### config.mk
export PLATFORM = sky130hd
export DESIGN_NAME = switch_allocator
export DESIGN_NICKNAME = d
export VERILOG_FILES = /design/src/rtl/switch_allocator.sv
export SDC_FILE = /design/constraint.sdc
export NUM_CORES = 1
export LEC_CHECK = 0
export CORE_UTILIZATION = 40
export CTS_CLUSTER_DIAMETER = 120
export DETAILED_ROUTE_END_ITERATION = 12
export GPL_TIMING_DRIVEN = 1
export PLACE_DENSITY_LB_ADDON = 0.08
export SKIP_CTS_REPAIR_TIMING = 1
export SLEW_MARGIN = 25
export SYNTH_ARGS = -nofsm -noshare
export SYNTH_HDL_FRONTEND = slang
export SYNTH_SLANG_ARGS = --single-unit
### constraint.sdc
create_clock -name clk -period 5.05 [get_ports clk]
set_input_delay 0.7575 -clock clk [delete_from_list [all_inputs] [get_ports clk]]
set_output_delay 0.7575 -clock clk [all_outputs]
set_load 0.1 [all_outputs]
### src/rtl/switch_allocator.sv
// Wormhole switch allocator: each crossbar output is locked to one input from head to tail,
// with per-output round-robin arbitration among inputs that do not already own an output.
module switch_allocator #(
   parameter int NUM_PORTS = 7,
   parameter int SEL_W     = $clog2(NUM_PORTS),
   parameter int PORT_W    = 3
) (
   input  logic                                clk,
   input  logic                                rst_n,
   input  logic [NUM_PORTS-1:0]                req_valid,
   input  logic [NUM_PORTS-1:0][PORT_W-1:0]    req_port,
   input  logic [NUM_PORTS-1:0]                req_tail,
   input  logic [NUM_PORTS-1:0]                out_ready,
   output logic [NUM_PORTS-1:0]                grant,
   output logic [NUM_PORTS-1:0]                out_valid,
   output logic [NUM_PORTS-1:0][SEL_W-1:0]     out_sel
);

   typedef enum logic {FREE = 1'b0, LOCKED = 1'b1} lock_e;

   lock_e            lock_q  [NUM_PORTS];
   lock_e            lock_d  [NUM_PORTS];
   logic [SEL_W-1:0] owner_q [NUM_PORTS];
   logic [SEL_W-1:0] owner_d [NUM_PORTS];
   logic [SEL_W-1:0] rr_q    [NUM_PORTS];
   logic [SEL_W-1:0] rr_d    [NUM_PORTS];

   // req_match[o][i]: input i wants output o (encodings >= NUM_PORTS never match)
   logic [NUM_PORTS-1:0][NUM_PORTS-1:0] req_match;
   logic [NUM_PORTS-1:0]                xfer;
   logic [NUM_PORTS-1:0]                owns;

   logic [NUM_PORTS-1:0] cand;
   logic                 found;
   logic [SEL_W-1:0]     win;
   logic [SEL_W-1:0]     idx;
   int                   pos;

   genvar gi, gj;
   generate
      for (gi = 0; gi < NUM_PORTS; gi++) begin : g_out
         for (gj = 0; gj < NUM_PORTS; gj++) begin : g_in
            assign req_match[gi][gj] = req_valid[gj] && (req_port[gj] == PORT_W'(gi));
         end
         assign xfer[gi]      = (lock_q[gi] == LOCKED) && req_match[gi][owner_q[gi]] && out_ready[gi];
         assign out_valid[gi] = xfer[gi];
         assign out_sel[gi]   = (lock_q[gi] == LOCKED) ? owner_q[gi] : '0;
      end
   endgenerate

   always_comb begin
      owns  = '0;
      grant = '0;
      for (int o = 0; o < NUM_PORTS; o++) begin
         if (lock_q[o] == LOCKED) owns[owner_q[o]] = 1'b1;
         if (xfer[o])             grant[owner_q[o]] = 1'b1;
      end
   end

   always_comb begin
      cand  = '0;
      found = 1'b0;
      win   = '0;
      idx   = '0;
      pos   = 0;
      for (int o = 0; o < NUM_PORTS; o++) begin
         lock_d[o]  = lock_q[o];
         owner_d[o] = owner_q[o];
         rr_d[o]    = rr_q[o];
         cand  = req_match[o] & ~owns;
         found = 1'b0;
         win   = '0;
         // Scan upward from the slot after the last winner, wrapping around
         for (int k = 1; k <= NUM_PORTS; k++) begin
            pos = int'(rr_q[o]) + k;
            if (pos >= NUM_PORTS) pos = pos - NUM_PORTS;
            idx = SEL_W'(pos);
            if (!found && cand[idx]) begin
               found = 1'b1;
               win   = idx;
            end
         end
         if (lock_q[o] == LOCKED) begin
            if (xfer[o] && req_tail[owner_q[o]]) lock_d[o] = FREE;
         end else if (found) begin
            lock_d[o]  = LOCKED;
            owner_d[o] = win;
            rr_d[o]    = win;
         end
      end
   end

   always_ff @(posedge clk or negedge rst_n) begin
      if (!rst_n) begin
         for (int o = 0; o < NUM_PORTS; o++) begin
            lock_q[o]  <= FREE;
            owner_q[o] <= '0;
            rr_q[o]    <= SEL_W'(NUM_PORTS - 1);
         end
      end else begin
         for (int o = 0; o < NUM_PORTS; o++) begin
            lock_q[o]  <= lock_d[o];
            owner_q[o] <= owner_d[o];
            rr_q[o]    <= rr_d[o];
         end
      end
   end

endmodule

* Yosys cells after proc, flatten, opt, wreduce, memory -nomap -nowiden *
Index checks and enable logic that the tools add are counted.

cells by class
  eq/ne operators = 42
  add/subtract/negate cells = 98
  order comparisons = 112
  shift operators = 0
  multiplexer cells = 329
  reduce and logical (&&, ||, !) cells = 175
  bitwise operators = 27
  multipliers = 0
  divide/modulo/power cells = 0

operators with widths
  kind                                                                           number
  3-bit 2-to-1 mux                                                               105
  3-bit by 4-bit less-than comparator with 1-bit output (second input constant)  56
  4-bit by 3-bit >= comparator with 1-bit output (second input constant)         49
  1-bit binary-select mux with 3-bit select                                      63
  3-bit subtractor (second input constant)                                       49
  1-bit 2-to-1 mux                                                               140
  1-bit logical AND                                                              119
  3-bit by 3-bit adder with 4-bit output (second input constant)                 28
  7-bit 2-to-1 mux                                                               14
  7-bit OR                                                                       12
  3-bit == test (second input constant)                                          21
  3-bit by 2-bit adder with 4-bit output (second input constant)                 14
  7-bit AND                                                                      7
  3-bit by 2-bit == test with 1-bit output (second input constant)               14
  1-bit logical NOT                                                              42
  3-bit by 1-bit adder with 4-bit output (second input constant)                 7
  1-bit demux with 3-bit select                                                  7
  3-bit by 1-bit == test with 1-bit output (second input constant)               7
  3-bit by 1-bit >= comparator with 1-bit output (second input constant)         7
  3-bit logical NOT                                                              7
  2-bit AND reduction                                                            7
  1-bit inverter                                                                 7
  7-bit inverter                                                                 1

storage, ports and cells
  latch bits = 0
  output and inout bits = 35
  memories = 0
  RAM bits = 0
  memory bits (read-only) = 0
  register bits = 49

* Logic depth before layout (Yosys ltp) *
  depth in word-level cells = 42
  gate-level depth with buffers = 15
  mapped depth without buffers = 14

* Worst setup path after synthesis *
OpenSTA, ideal clock, no wires.

  path type = input -> output
  start point = input port req_port[16] (netlist bit)
  end point = output port grant[4]
  buffers on the path = 0
  data required time = 4293 ps
  arrival = 5043 ps
  stages on the path = 10
  slack = -751 ps
  cell sequence = nand2b_1 nor2_1 a21oi_1 o211ai_1 nand3_1 a211oi_1 nand3_1 o31ai_1 a21oi_1 o211ai_1

RTL lines
  element                                      line  RTL
  from (decl)                                  11    input logic [NUM_PORTS-1:0][PORT_W-1:0] req_port,
  3-bit == test *                              43    assign req_match[gi][gj] = req_valid[gj] && (req_port[gj] == PORT_W'(gi));
  1-bit logical AND *                          43
  1-bit binary-select mux with 3-bit select *  45    assign xfer[gi] = (lock_q[gi] == LOCKED) && req_match[gi][owner_q[gi]] && out_ready[gi];
  1-bit 2-to-1 mux (not written as such) *     45
  1-bit logical AND * (2 in a row)             45
  named net out_valid[5]                       15    output logic [NUM_PORTS-1:0] out_valid,
  7-bit 2-to-1 mux *                           56    if (xfer[o]) grant[owner_q[o]] = 1'b1;
  7-bit OR (no source line)                    -
  7-bit 2-to-1 mux *                           56
  to (decl)                                    14    output logic [NUM_PORTS-1:0] grant,

The timed path passes the listed nets; every way through them passes the cells marked *. The select of a mux whose other input is x is not followed.

* Final worst setup path *
  start point = input port req_port[5] (netlist bit)
  end point = output port grant[6]

between the ends
  longest elaborated chain between the ends = 19

RTL lines
  element                                    line
  3-bit logical NOT                          43
  1-bit logical AND                          43
  1-bit binary-select mux with 3-bit select  45
  1-bit 2-to-1 mux (not written as such)     45
  1-bit logical AND (2 in a row)             45
  7-bit 2-to-1 mux                           56
  7-bit OR (no source line)                  -
  7-bit 2-to-1 mux                           56
  [2 not listed]                             -
  7-bit OR (no source line)                  -
  7-bit 2-to-1 mux                           56
  7-bit OR (no source line)                  -
  7-bit 2-to-1 mux                           56
  7-bit OR (no source line)                  -
  7-bit 2-to-1 mux                           56
  7-bit OR (no source line)                  -
  7-bit 2-to-1 mux *                         56

Every way passes the cells marked *; elsewhere a longest branch is shown, timed or not. The select of a mux whose other input is x is not followed.

==> run metrics <==
Worst Path Arrival about 3.8 ns; crit end category output pin; FF+latch count, synth between 40 and 50; Clock Latency Late Sink about 0.32 ns; antenna-violating nets left 0; Synthesized Nets approximately 1,900; max_slew headroom about 29%; Die Span X roughly 190 um; share of cells above drive strength 1 between 10% and 20%; Final Skew between 0.01 and 0.015 ns; Mapped Cells 1,779; filler instances roughly 3,400; Rows 66; Mapped Avg Cell Area ~7.5 um^2; DR DRC count 0; status finished, final reports clean; fin nets between 1,500 and 2,000; global route overflow 0; Crit Path Class in2out; Root Driver clkbuf_16; register-to-register path setup slack 0.68 ns; Max Root-Sink Buffers 2; Mapped Area between 0.01 and 0.015 mm^2; Period minus WS final 4.58 ns; crit-path max FO 7; final WL 56,200 um; core area 0.0328 mm^2; Synth top area share under 10%; H-tree depth 2; initial core utilization about two fifths; number of antenna violations at the first check in global routing 0; Sinks on Clock Net 42; CTS tree done; setup_tns 0 ns; Vias 15,200; Fin. Hold Viols 0; die height between 150 and 200 um; max-slew violation count 0; Area contributors post-synth ha_1 7.0%, mux2i_1 6.9%, dfrtp_1 5.2%; Area Overhead vs Synth 11.8%; largest delay contributor family on the critical path simple AND/OR/NAND/NOR gates; Worst Max-Slew Pin Slew ~1.1 ns; worst hold path type in2async; worst path cell trace clkdlybuf4s50_1, or4b_2, mux4_2, o21ai_0, and3_1, and2_1, a31oi_1, nand4_1, buf_12; Inst Count DP approximately 2,300; largest area contributor in the netlist ha_1; Die Area around 0.034 mm^2; worst hold slack between 0.5 and 0.6 ns; per-cell routed wire length 24.7 um; register area share after synthesis under 10%; n_diodes 0; DRT Pass-1 Iters 6; Tcrit/Tclk final between 90% and 100%; Buffers on Ports around 80; worst path required time 4.29 ns; Final Non-Filler Cells about 2,300; vias in the first global route between 10,000 and 15,000; Ys Warns 0; synth unique cells 118; Critical Path Start Type input pin; DRT iter0 DRCs between 1,500 and 2,000; asr flop ratio synth between 90% and 100%; GPL Wtd Cong 1.01; Max-cap violations 0; GRT Util Overall about a third; routed vias/inst 6.67; maximum clock rate approximately 220 MHz; IO Count a little under 80; CP Buf/Inv Count 2; slowest stage delay, CP about 0.77 ns; critical path's slowest cell or4b_2; Top FF cell, synth dfrtp_1; RSZ-0062 raised after global routing no; first-pass GRT wire length 85,000 um; Post-synth EDFFs 0; Reg clk slew, reported paths 0.06 ns; post-DP HPWL roughly 44,000 um; most frequent cells in the layout 141 x nor2_1, 136 x nand2_1, 92 x mux2i_1; commonest non-fill, non-tap cell in the layout nor2_1; CTS Buf Count 5; largest net degree at the start of global routing 43; final setup fails 0
## routing by layer
metal / GRT usage, % / up-vias / share of wire, %
met4: 12.2 / 0 / 3.7
met1: 44.5 / 7303 / 44
met5: 0 / - / 0
met2: 50.8 / 791 / 44
li1: - / 6985 / -
met3: 5.39 / 113 / 8.4
## stage by stage
| step | utilization (%) | setup slack (ns) | area, um^2 |
|---|---|---|---|
| after floorplan | - | 0.261 | 13400 |
| after global placement | 45.2 | 0.542 | 14800 |
| after detailed placement | 45.2 | 0.520 | 14800 |
| after CTS | 45.8 | 0.512 | 15000 |
| after global routing | 45.8 | 0.369 | 15000 |
| final | 45.8 | 0.466 | 15000 |
## synth_stat cells, drive strengths merged, types with 47 or more instances
master,instances
clkbuf,47
xnor2,47
inv,77
nand2,136
nand2b,58
o21ai,80
a21oi,85
ha,75
nor3,66
nand3,65
nor2,141
mux2i,92
## final timing paths
path | startpoint | endpoint | depth (start not counted)
worst max register to register | owner_q[18] | owner_q[19] | 11
max in group asynchronous | rst_n | lock_q[0] | 2
min in group clk | rr_q[2] | rr_q[2] | 2
worst min-delay path | rst_n | lock_q[1] | 2
worst min register to register | rr_q[2] | rr_q[2] | 2
worst max-delay path | req_port[5] | grant[6] | 9
## flip-flops by register name, summed over array words and instances (netlist names)
| signal | flops |
|---|---|
| lock_q | 7 |
| owner_q | 21 |
| rr_q | 14 |
## cell families after synthesis
family	after synthesis	synth area share, %
adders and majority gates	82	8.04
xor gates and xnor gates	73	4.77
AOI/OAI and AO/OA	510	28.1
and+or+nand+nor	762	32.4
buffers and inverters	167	5.33
DFF	42	7.96
muxes	143	13.4
## cell type report
| cell class | instances | area [um^2] | share of cell area (%) |
|---|---|---|---|
| timing repair buffer | 136 | 1260 | 8.43 |
| sequential | 42 | 1070 | 7.12 |
| multi-input combinational | 1570 | 11600 | 77.6 |
| clock buffer | 6 | 139 | 0.926 |
| inverter | 81 | 304 | 2.03 |
| clock inverter | 1 | 30.0 | 0.200 |
| tap | 442 | 553 | 3.69 |
Power is not shown: default switching activity piles up to over one toggle a cycle in this logic, so the estimate is an artifact.
